$ cat src/rtl/fifo_async_pkg.sv
`default_nettype none
// ============================================================================
// Module  : fifo_async_pkg
// Brief   : Shared constants and Gray/binary helpers for the async FIFO
//           pointer controllers.
// Revision: 1.0 - initial release
// ============================================================================
package fifo_async_pkg;

    localparam int MODE_WR = 0;
    localparam int MODE_RD = 1;

    // Widest pointer the helpers handle; callers pass their real width.
    typedef logic [31:0] ptr_word_t;

    // Binary to Gray, bits at or above 'width' forced to zero.
    function automatic ptr_word_t bin2gray(input ptr_word_t b, input int width);
        ptr_word_t g;
        for (int i = 0; i < 32; i++) begin
            g[i] = (i < width) ? (b[i] ^ ((i < width - 1) ? b[(i + 1) % 32] : 1'b0)) : 1'b0;
        end
        return g;
    endfunction

    // Gray to binary by prefix XOR from the MSB of a 'width'-bit code.
    function automatic ptr_word_t gray2bin(input ptr_word_t g, input int width);
        ptr_word_t b;
        logic      acc;
        acc = 1'b0;
        for (int i = 31; i >= 0; i--) begin
            acc  = acc ^ (g[i] & (i < width));
            b[i] = acc;
        end
        return b;
    endfunction

endpackage : fifo_async_pkg
`default_nettype wire

$ cat src/rtl/fifo_async_gtob_cvtr.sv
`default_nettype none
// ============================================================================
// Module  : fifo_async_gtob_cvtr
// Brief   : Combinational Gray-to-binary converter of parametrised width.
// Revision: 1.0 - initial release
// ============================================================================
module fifo_async_gtob_cvtr
    import fifo_async_pkg::*;
#(
    parameter int WIDTH = 5
) (
    input  logic [WIDTH-1:0] gray,
    output logic [WIDTH-1:0] bin
);

    // Each binary bit is the XOR of all Gray bits at or above it.
    for (genvar gi = 0; gi < WIDTH; gi++) begin : g_bit
        assign bin[gi] = ^gray[WIDTH-1:gi];
    end

endmodule : fifo_async_gtob_cvtr
`default_nettype wire

$ cat src/rtl/fifo_async_ptr_ctrl.sv
`default_nettype none
// ============================================================================
// Module  : fifo_async_ptr_ctrl
// Brief   : Per-domain async FIFO pointer/flag controller. Write-side mode
//           produces full flags, read-side mode produces empty flags.
// Revision: 1.0 - initial release
// ============================================================================
module fifo_async_ptr_ctrl
    import fifo_async_pkg::*;
#(
    parameter int ADDR_W      = 4,
    parameter int MODE        = 0,
    parameter int SYNC_STAGES = 2,
    parameter int ALMOST_TH   = 1
) (
    input  logic              clk,
    input  logic              rst,
    input  logic              inc,
    input  logic [ADDR_W:0]   rmt_gray,
    output logic [ADDR_W:0]   ptr_gray,
    output logic [ADDR_W-1:0] addr,
    output logic              accept,
    output logic              flag,
    output logic              almost,
    output logic [ADDR_W:0]   level,
    output logic              err
);

    localparam int   c_PW       = ADDR_W + 1;
    localparam logic c_FLAG_RST = (MODE == MODE_RD);

    logic [c_PW-1:0] r_ptr_bin;
    logic [c_PW-1:0] r_ptr_gray;
    logic            r_flag;
    logic            r_almost;
    logic [c_PW-1:0] r_level;
    logic            r_err;

    logic            w_accept;
    logic [c_PW-1:0] w_ptr_bin_nxt;
    logic [c_PW-1:0] w_gray_nxt;
    logic [c_PW-1:0] w_rmt_sync;
    logic [c_PW-1:0] w_rmt_bin;
    logic            w_flag_nxt;
    logic            w_almost_nxt;
    logic [c_PW-1:0] w_level_nxt;

    // Remote Gray pointer synchroniser; every stage is a CDC register.
    for (genvar gi = 0; gi < SYNC_STAGES; gi++) begin : g_sync
        logic [c_PW-1:0] w_d;
        (* ASYNC_REG = "TRUE" *) logic [c_PW-1:0] r_q;
        if (gi == 0) begin : g_head
            assign w_d = rmt_gray;
        end else begin : g_tail
            assign w_d = g_sync[gi-1].r_q;
        end
        // Shift the remote pointer one stage closer to the local domain.
        always_ff @(posedge clk) begin
            if (rst) r_q <= '0;
            else     r_q <= w_d;
        end
    end

    assign w_rmt_sync = g_sync[SYNC_STAGES-1].r_q;

    fifo_async_gtob_cvtr #(
        .WIDTH (c_PW)
    ) u_gtob (
        .gray (w_rmt_sync),
        .bin  (w_rmt_bin)
    );

    assign w_accept      = inc & ~r_flag;
    assign w_ptr_bin_nxt = r_ptr_bin + c_PW'(w_accept);
    assign w_gray_nxt    = c_PW'(bin2gray(32'(w_ptr_bin_nxt), c_PW));

    // Flag, level and almost are all derived from the next local pointer so
    // an accept is reflected on the very edge that takes it.
    if (MODE == MODE_WR) begin : g_wr
        // Full when the next pointer is exactly one lap ahead of the reader:
        // in Gray that is the top two bits inverted.
        localparam logic [c_PW-1:0] c_FULL_XOR  = c_PW'(3 << (ADDR_W - 1));
        localparam logic [c_PW-1:0] c_AFULL_LVL = c_PW'((1 << ADDR_W) - ALMOST_TH);
        assign w_flag_nxt   = (w_gray_nxt == (w_rmt_sync ^ c_FULL_XOR));
        assign w_level_nxt  = w_ptr_bin_nxt - w_rmt_bin;
        assign w_almost_nxt = (w_level_nxt >= c_AFULL_LVL);
    end else begin : g_rd
        localparam logic [c_PW-1:0] c_AEMPTY_LVL = c_PW'(ALMOST_TH);
        assign w_flag_nxt   = (w_gray_nxt == w_rmt_sync);
        assign w_level_nxt  = w_rmt_bin - w_ptr_bin_nxt;
        assign w_almost_nxt = (w_level_nxt <= c_AEMPTY_LVL);
    end

    // Local pointer pair and status registers; refused requests flag an error.
    always_ff @(posedge clk) begin
        if (rst) begin
            r_ptr_bin  <= '0;
            r_ptr_gray <= '0;
            r_flag     <= c_FLAG_RST;
            r_almost   <= c_FLAG_RST;
            r_level    <= '0;
            r_err      <= 1'b0;
        end else begin
            r_ptr_bin  <= w_ptr_bin_nxt;
            r_ptr_gray <= w_gray_nxt;
            r_flag     <= w_flag_nxt;
            r_almost   <= w_almost_nxt;
            r_level    <= w_level_nxt;
            r_err      <= inc & r_flag;
        end
    end

    assign ptr_gray = r_ptr_gray;
    assign addr     = r_ptr_bin[ADDR_W-1:0];
    assign accept   = w_accept;
    assign flag     = r_flag;
    assign almost   = r_almost;
    assign level    = r_level;
    assign err      = r_err;

endmodule : fifo_async_ptr_ctrl
`default_nettype wire

$ cat config.mk
export PLATFORM = sky130hd
export DESIGN_NAME = fifo_async_ptr_ctrl
export DESIGN_NICKNAME = d
export VERILOG_FILES = /design/src/rtl/fifo_async_pkg.sv /design/src/rtl/fifo_async_gtob_cvtr.sv /design/src/rtl/fifo_async_ptr_ctrl.sv
export SDC_FILE = /design/constraint.sdc
export NUM_CORES = 1
export LEC_CHECK = 0
export BUFFER_PORTS_ARGS = -buffer_cell sky130_fd_sc_hd__buf_4
export CAP_MARGIN = 20
export CORE_ASPECT_RATIO = 1.1
export CORE_MARGIN = 5
export CORE_UTILIZATION = 44
export DETAILED_ROUTE_END_ITERATION = 10
export PLACE_DENSITY = 0.67
export SYNTH_ARGS = -nofsm -noshare
export SYNTH_HDL_FRONTEND = slang
export SYNTH_SLANG_ARGS = --single-unit
$ cat constraint.sdc
create_clock -name clk -period 2.91 [get_ports clk]
set_input_delay 0.1455 -clock clk [delete_from_list [all_inputs] [get_ports clk]]
set_output_delay 0.1455 -clock clk [all_outputs]
set_load 0.02 [all_outputs]
==> flow_metrics.py, run 1 <==
metrics = {
    "critical_path": {
        "cp_data_arrival_time_ps": 2740,
        "cp-startpoint": "flag$_SDFF_PP0_",
        "cp.buffers_inverters": 0,
        "start_kind": "flip-flop",
        "slowest_stage": "xor2_1",
        "crit_family": "adder cells",
        "timing.rr.start": "flag$_SDFF_PP0_",
        "critPathMaxStageDelay_ps": 370,
        "worst_path_most_repeated_cell": "ha_1",
        "worst-path-max-fanout": 5,
        "path_class": "reg -> reg",
        "crit_required_ps": 3130,
        "path_cells": "nor2b_1 > ha_1 > ha_1 > xor2_1 > ha_1 > a21o_1 > a21oi_1 > xor2_1 > a21oi_1",
        "endpoint_kind": "flip-flop",
    },
    "layout": {
        "fin_util_pct": 55.2,
        "drive_gt1_share_pct": 23.3,
        "n_antenna_cell": 0,
        "finalNonFillerCells": 164,
        "num-nets-final": 149,
        "syn2layout_area_growth_pct": 22.2,
    },
    "power": {
        "p_sw_uw": 222,
        "power_frac_seq_pct": 53.4,
        "p_int_uw": 550,
        "switching_share_pct": 28.7,
        "p_per_area_nw_per_um2": 572,
        "total_power_uw": 772,
        "p_clk_share_pct": 20.1,
        "ir_drop_v": 0.000333,
        "power.leakage_nw": 0.604,
        "combPwrFrac_pct": 26.4,
    },
    "grt": {
        "grt-ovfl-total": 0,
        "grt_max_degree": 28,
        "grt_antenna_before_repair": 0,
        "grt.total_usage_pct": 11.0,
        "grt_pass1_wl_mm": 3.14,
        "grt_pass1_vias": 779,
    },
    "yosys": {
        "yosysTopAreaCell": "dfxtp_1",
        "yosysSeqAreaShare_pct": 48.9,
        "ys_top_cells_by_count": "27 x dfxtp_1, 15 x nor2b_1, 12 x nor2_1, 10 x xnor2_1, 9 x xor2_1",
        "ys.flop_type": "dfxtp_1",
        "syn_area_per_cell_um2": 10.4,
        "ys_ff_latch": 27,
        "synth_top_area_share_pct": 48.9,
        "yosys_warnings": 0,
        "syn_nets": 121,
        "synthTopCellsByArea": "dfxtp_1 49%, nor2b_1 8.5%, xnor2_1 7.9%, xor2_1 7.1%, ha_1 6.8%",
        "syn_area_um2": 1110,
        "synth.distinct_cells": 23,
        "synthMostInstantiatedCell": "dfxtp_1",
        "synth_edf_count": 0,
        "async_flop_share_pct": 0,
        "syn_inst": 106,
    },
    "timing": {
        "hold_violations": 0,
        "tns_ps": 0,
        "finalSetupViolCount": 0,
        "clock_skew_ps": 3.42,
        "fmax_ghz": 0.395,
        "period_needed_ps": 2530,
        "worstMarginPinSlew_ps": 390,
        "grt_setup_unrepaired": "no",
        "holdWs_ps": 33.3,
        "slew_violations": 0,
        "fin_crit_sh_pct": 86.9,
        "max_slew_margin_pct": 73.8,
    },
    "clocking": {
        "clk_pin_slew_worst_paths_ps": 130,
        "cts_buffers": 3,
        "post_cts_resized": 0,
        "clock-sinks": 27,
        "insertion_delay_ps": 320,
        "cts_tree": "done",
        "ctsHoldBuffers": 0,
        "cts_buffer_depth": 2,
        "postCtsSetupBuffers": 0,
        "cts.htree.levels": 1,
        "cts-root-buf": "clkbuf_4",
    },
    "status": {
        "outcome": "finished, final reports clean",
    },
    "detailed_routing": {
        "antenna_left": 0,
        "first_iter_violations": 14,
        "via_count": 766,
        "vias_per_cell": 4.67,
        "wl_per_cell_um": 11.2,
        "drc_errors": 0,
        "wl_mm": 1.83,
        "dr.pass1.iters": 4,
    },
    "placed_design": {
        "port_buffers": 25,
        "place_inst": 160,
        "dp_hpwl_mm": 1.45,
        "place_congestion": 0.737,
    },
    "die": {
        "die_x_um": 57.8,
        "start_util_pct": 45.2,
        "num_rows": 19,
        "ioPinCount": 26,
        "core_um2": 2450,
        "fp.dieArea_um2": 3620,
        "die_h_um": 62.6,
    },
    "min_path": {
        "hp-class": "in -> reg",
        "hold_start": "rmt_gray[2]",
    },
    "flow_run": {
        "cap_violations": 0,
    },
}
through the flow:
step / instance area (µm²) / setup WS, ps
2_1_floorplan: 1110 / 295
3_3_place_gp: 1330 / 469
3_5_place_dp: 1330 / 408
4_1_cts: 1350 / 398
5_1_grt: 1350 / 187
6_report: 1350 / 381
final cells by class:
cell class / count / area (µm²)
multi-input cells: 73 / 543
flip-flops and latches: 27 / 541
clock buffers: 4 / 26.3
repair buffers: 25 / 188
fillers: 243 / 1100
well taps: 31 / 38.8
inverters: 4 / 15.0
metal layers:
metal / GRT usage (%) / vias up / wire, µm / part of all wire [%]
li1: - / 391 / - / -
met1: 11.8 / 342 / 759 / 41
met2: 19.8 / 28 / 915 / 50
met3: 2.48 / 5 / 115 / 6.3
met4: 5.22 / 0 / 38 / 2.1
met5: 0 / - / 0 / 0
placed cells by master (no fill, tap or decap), drive strengths merged:
cell type | netlist | final
dfxtp | 27 | 27
buf | 0 | 25
nor2b | 15 | 15
nor2 | 12 | 12
xnor2 | 10 | 10
xor2 | 9 | 9
ha | 6 | 6
inv | 4 | 4
clkbuf | 2 | 4
nand3 | 3 | 3
nand2 | 3 | 3
a21oi | 3 | 3
nor3 | 2 | 2
mux2 | 1 | 1
a31oi | 1 | 1
o21a | 1 | 1
o21ai | 1 | 1
or3 | 1 | 1
and3b | 1 | 1
xnor3 | 1 | 1
or4 | 1 | 1
a21o | 1 | 1
fa | 1 | 1
worst reg2reg max path: stages (launching register included):
cell and delay, ps:
dfxtp_1 350, nor2b_1 190, ha_1 260, ha_1 300, xor2_1 370, ha_1 340
a21o_1 170, a21oi_1 170, xor2_1 200, a21oi_1 90
power by group through the flow:
| stage | logic (mW) | clock network (mW) | registers [mW] |
|---|---|---|---|
| 6_report | 0.204 | 0.156 | 0.413 |
| 5_1_grt | 0.224 | 0.184 | 0.417 |
| 4_1_cts | 0.208 | 0.163 | 0.413 |
| 3_5_place_dp | 0.207 | 0 | 0.422 |
| 3_3_place_gp | 0.205 | 0 | 0.421 |
| 2_1_floorplan | 0.107 | 0 | 0.452 |
final timing paths:
check / to / slack, ps / cells after the start
worst max register to register: almost$_SDFF_PP0_ / 380 / 9
worst max-delay path: almost$_SDFF_PP0_ / 380 / 9
worst min-delay path: g_sync[0].r_q[2]$_SDFF_PP0_ / 30 / 2
worst min register to register: g_sync[1].r_q[4]$_SDFF_PP0_ / 450 / 1
flip-flops by register name (all words and copies together) (netlist names):
| register | flops |
|---|---|
| g_sync.r_q | 10 |
| level | 5 |
| r_ptr_bin | 5 |
| ptr_gray | 4 |
| almost | 1 |
| err | 1 |
| flag | 1 |
cells by family (layout without fill, tap and decap cells):
| family | after synthesis | count (layout) | synth area share [%] |
|---|---|---|---|
| adders and majority gates | 7 | 7 | 8.60 |
| muxes | 1 | 1 | 1.02 |
| and+or+nand+nor | 38 | 38 | 18.7 |
| AOI/OAI and AO/OA | 7 | 7 | 3.73 |
| buffers and inverters | 6 | 33 | 2.04 |
| DFF | 27 | 27 | 48.9 |
| xor gates and xnor gates | 20 | 20 | 17.1 |
No activity file was read; power rests on OpenSTA's default activity.
==> run 2: changes to the inputs <==
- PLACE_DENSITY: 0.67 -> 0.69
==> flow_metrics.py, run 2 (synthesis results as in run 1) <==
metrics = {
    "grt": {
        "grt-ovfl-total": 0,
        "grt_pass1_vias": 715,
        "grt_max_degree": 28,
        "grt_antenna_before_repair": 0,
        "grt.total_usage_pct": 11.1,
        "grt_pass1_wl_mm": 3.06,
    },
    "die": {
        "ioPinCount": 26,
        "fp.dieArea_um2": 3620,
        "die_x_um": 57.8,
        "num_rows": 19,
        "die_h_um": 62.6,
        "core_um2": 2450,
        "start_util_pct": 45.2,
    },
    "detailed_routing": {
        "vias_per_cell": 4.60,
        "first_iter_violations": 18,
        "antenna_left": 0,
        "drc_errors": 0,
        "dr.pass1.iters": 4,
        "wl_per_cell_um": 11.1,
        "via_count": 759,
        "wl_mm": 1.84,
    },
    "power": {
        "power.leakage_nw": 0.608,
        "power_frac_seq_pct": 53.3,
        "p_per_area_nw_per_um2": 568,
        "total_power_uw": 774,
        "switching_share_pct": 28.8,
        "combPwrFrac_pct": 26.4,
        "p_sw_uw": 223,
        "p_clk_share_pct": 20.3,
        "p_int_uw": 551,
        "ir_drop_v": 0.000299,
    },
    "clocking": {
        "cts_buffers": 3,
        "cts-root-buf": "clkbuf_4",
        "clk_pin_slew_worst_paths_ps": 130,
        "cts.htree.levels": 1,
        "cts_tree": "done",
        "post_cts_resized": 0,
        "insertion_delay_ps": 320,
        "postCtsSetupBuffers": 0,
        "cts_buffer_depth": 2,
        "ctsHoldBuffers": 0,
        "clock-sinks": 27,
    },
    "critical_path": {
        "rrSetupSlack_ps": 420,
        "critPathMaxStageDelay_ps": 400,
        "crit_required_ps": 3170,
        "r2r_cells": 10,
        "worstReg2RegEnd": "almost$_SDFF_PP0_",
        "start_kind": "flip-flop",
        "path_class": "reg -> reg",
        "timing.rr.start": "g_sync[1].r_q[4]$_SDFF_PP0_",
        "cp_data_arrival_time_ps": 2750,
        "endpoint_kind": "flip-flop",
        "worst-path-max-fanout": 3,
        "crit_family": "XOR/XNOR gates",
        "path_cells": "xnor2_1 > xor2_1 > xor2_1 > xnor2_1 > ha_1 > fa_1 > xor2_1 > nor3_1 > nand3_1 > a21oi_1",
        "slowest_stage": "fa_1",
        "worst_path_most_repeated_cell": "xor2_1",
        "cp-startpoint": "g_sync[1].r_q[4]$_SDFF_PP0_",
        "cp.buffers_inverters": 0,
    },
    "timing": {
        "finalSetupViolCount": 0,
        "clock_skew_ps": 3.41,
        "max_slew_margin_pct": 75.7,
        "grt_setup_unrepaired": "no",
        "tns_ps": 0,
        "worstMarginPinSlew_ps": 364,
        "hold_violations": 0,
        "slew_violations": 0,
        "period_needed_ps": 2490,
        "fin_crit_sh_pct": 85.7,
        "fmax_ghz": 0.401,
    },
    "layout": {
        "multi_input_area_um2": 543,
        "regMostFlops": "g_sync.r_q",
        "final_common_cell": "dfxtp_1",
        "fillCellCount": 228,
        "largest_reg_flops": 10,
        "n_antenna_cell": 0,
        "seq_area_um2": 541,
        "syn2layout_area_growth_pct": 23.1,
        "final_cell_mix": "27 x dfxtp_1, 25 x buf_4, 15 x nor2b_1",
        "drive_gt1_share_pct": 23.1,
        "num-nets-final": 150,
    },
    "flow_run": {
        "cap_violations": 0,
    },
    "min_path": {
        "hold_depth": 2,
        "hold_start": "rmt_gray[3]",
        "hold_end": "g_sync[0].r_q[3]$_SDFF_PP0_",
        "hp-class": "in -> reg",
    },
    "status": {
        "outcome": "finished, final reports clean",
    },
    "placed_design": {
        "port_buffers": 25,
        "place_congestion": 0.734,
        "dp_hpwl_mm": 1.46,
    },
}
==> run 2: layer usage <==
| layer | track usage [%] | part of all wire (%) |
|---|---|---|
| met2 | 19.2 | 52 |
| met5 | 0 | 0 |
| met3 | 2.07 | 7.0 |
| met4 | 6.09 | 2.4 |
| met1 | 12.3 | 39 |
==> run 2: final cells by class <==
| type | count | share of cell area, % |
|---|---|---|
| multi-input cells | 73 | 39.9 |
| flip-flops and latches | 27 | 39.7 |
| clock buffers | 4 | 1.93 |
| repair buffers | 26 | 14.5 |
| well taps | 31 | 2.85 |
| inverters | 4 | 1.10 |
==> run 2: how the worst max path moves through the flow <==
stage / endpoint / slack [ps] / cells past startpoint
4_1_cts: almost$_SDFF_PP0_ / 390 / 11
6_report: almost$_SDFF_PP0_ / 420 / 10
3_5_place_dp: almost$_SDFF_PP0_ / 410 / 11
3_3_place_gp: level[3]$_SDFF_PP0_ / 490 / 8
2_1_floorplan: level[3]$_SDFF_PP0_ / 300 / 8
5_1_grt: almost$_SDFF_PP0_ / 200 / 11
==> run 2: power by group through the flow <==
| stage | logic, mW | registers [mW] | clock network, mW |
|---|---|---|---|
| global route | 0.228 | 0.416 | 0.180 |
| finish | 0.204 | 0.412 | 0.157 |
| CTS | 0.208 | 0.413 | 0.168 |
| global placement | 0.205 | 0.420 | 0 |
| detailed placement | 0.206 | 0.421 | 0 |
| floorplan | 0.107 | 0.452 | 0 |
==> run 2: per-stage QoR <==
step / area (µm²) / setup slack, ps / util [%] / hold slack (ps) / std cells
final: 1360 / 417 / 55.6 / 22.2 / 165
after global routing: 1360 / 199 / 55.6 / 9.40 / 165
after CTS: 1350 / 389 / 55.2 / 6.69 / 164
after detailed placement: 1330 / 412 / 54.1 / 362 / 160
after global placement: 1330 / 491 / 54.1 / 356 / 160
after floorplan: 1110 / 295 / - / 217 / 106
==> run 2: worst reg2reg max path, stage by stage, from the launching register on <==
cell     delay, ps
dfxtp_1        350
xnor2_1        230
xor2_1         240
xor2_1         290
xnor2_1        130
ha_1           230
fa_1           400
xor2_1         170
nor3_1         150
nand3_1        100
a21oi_1        150
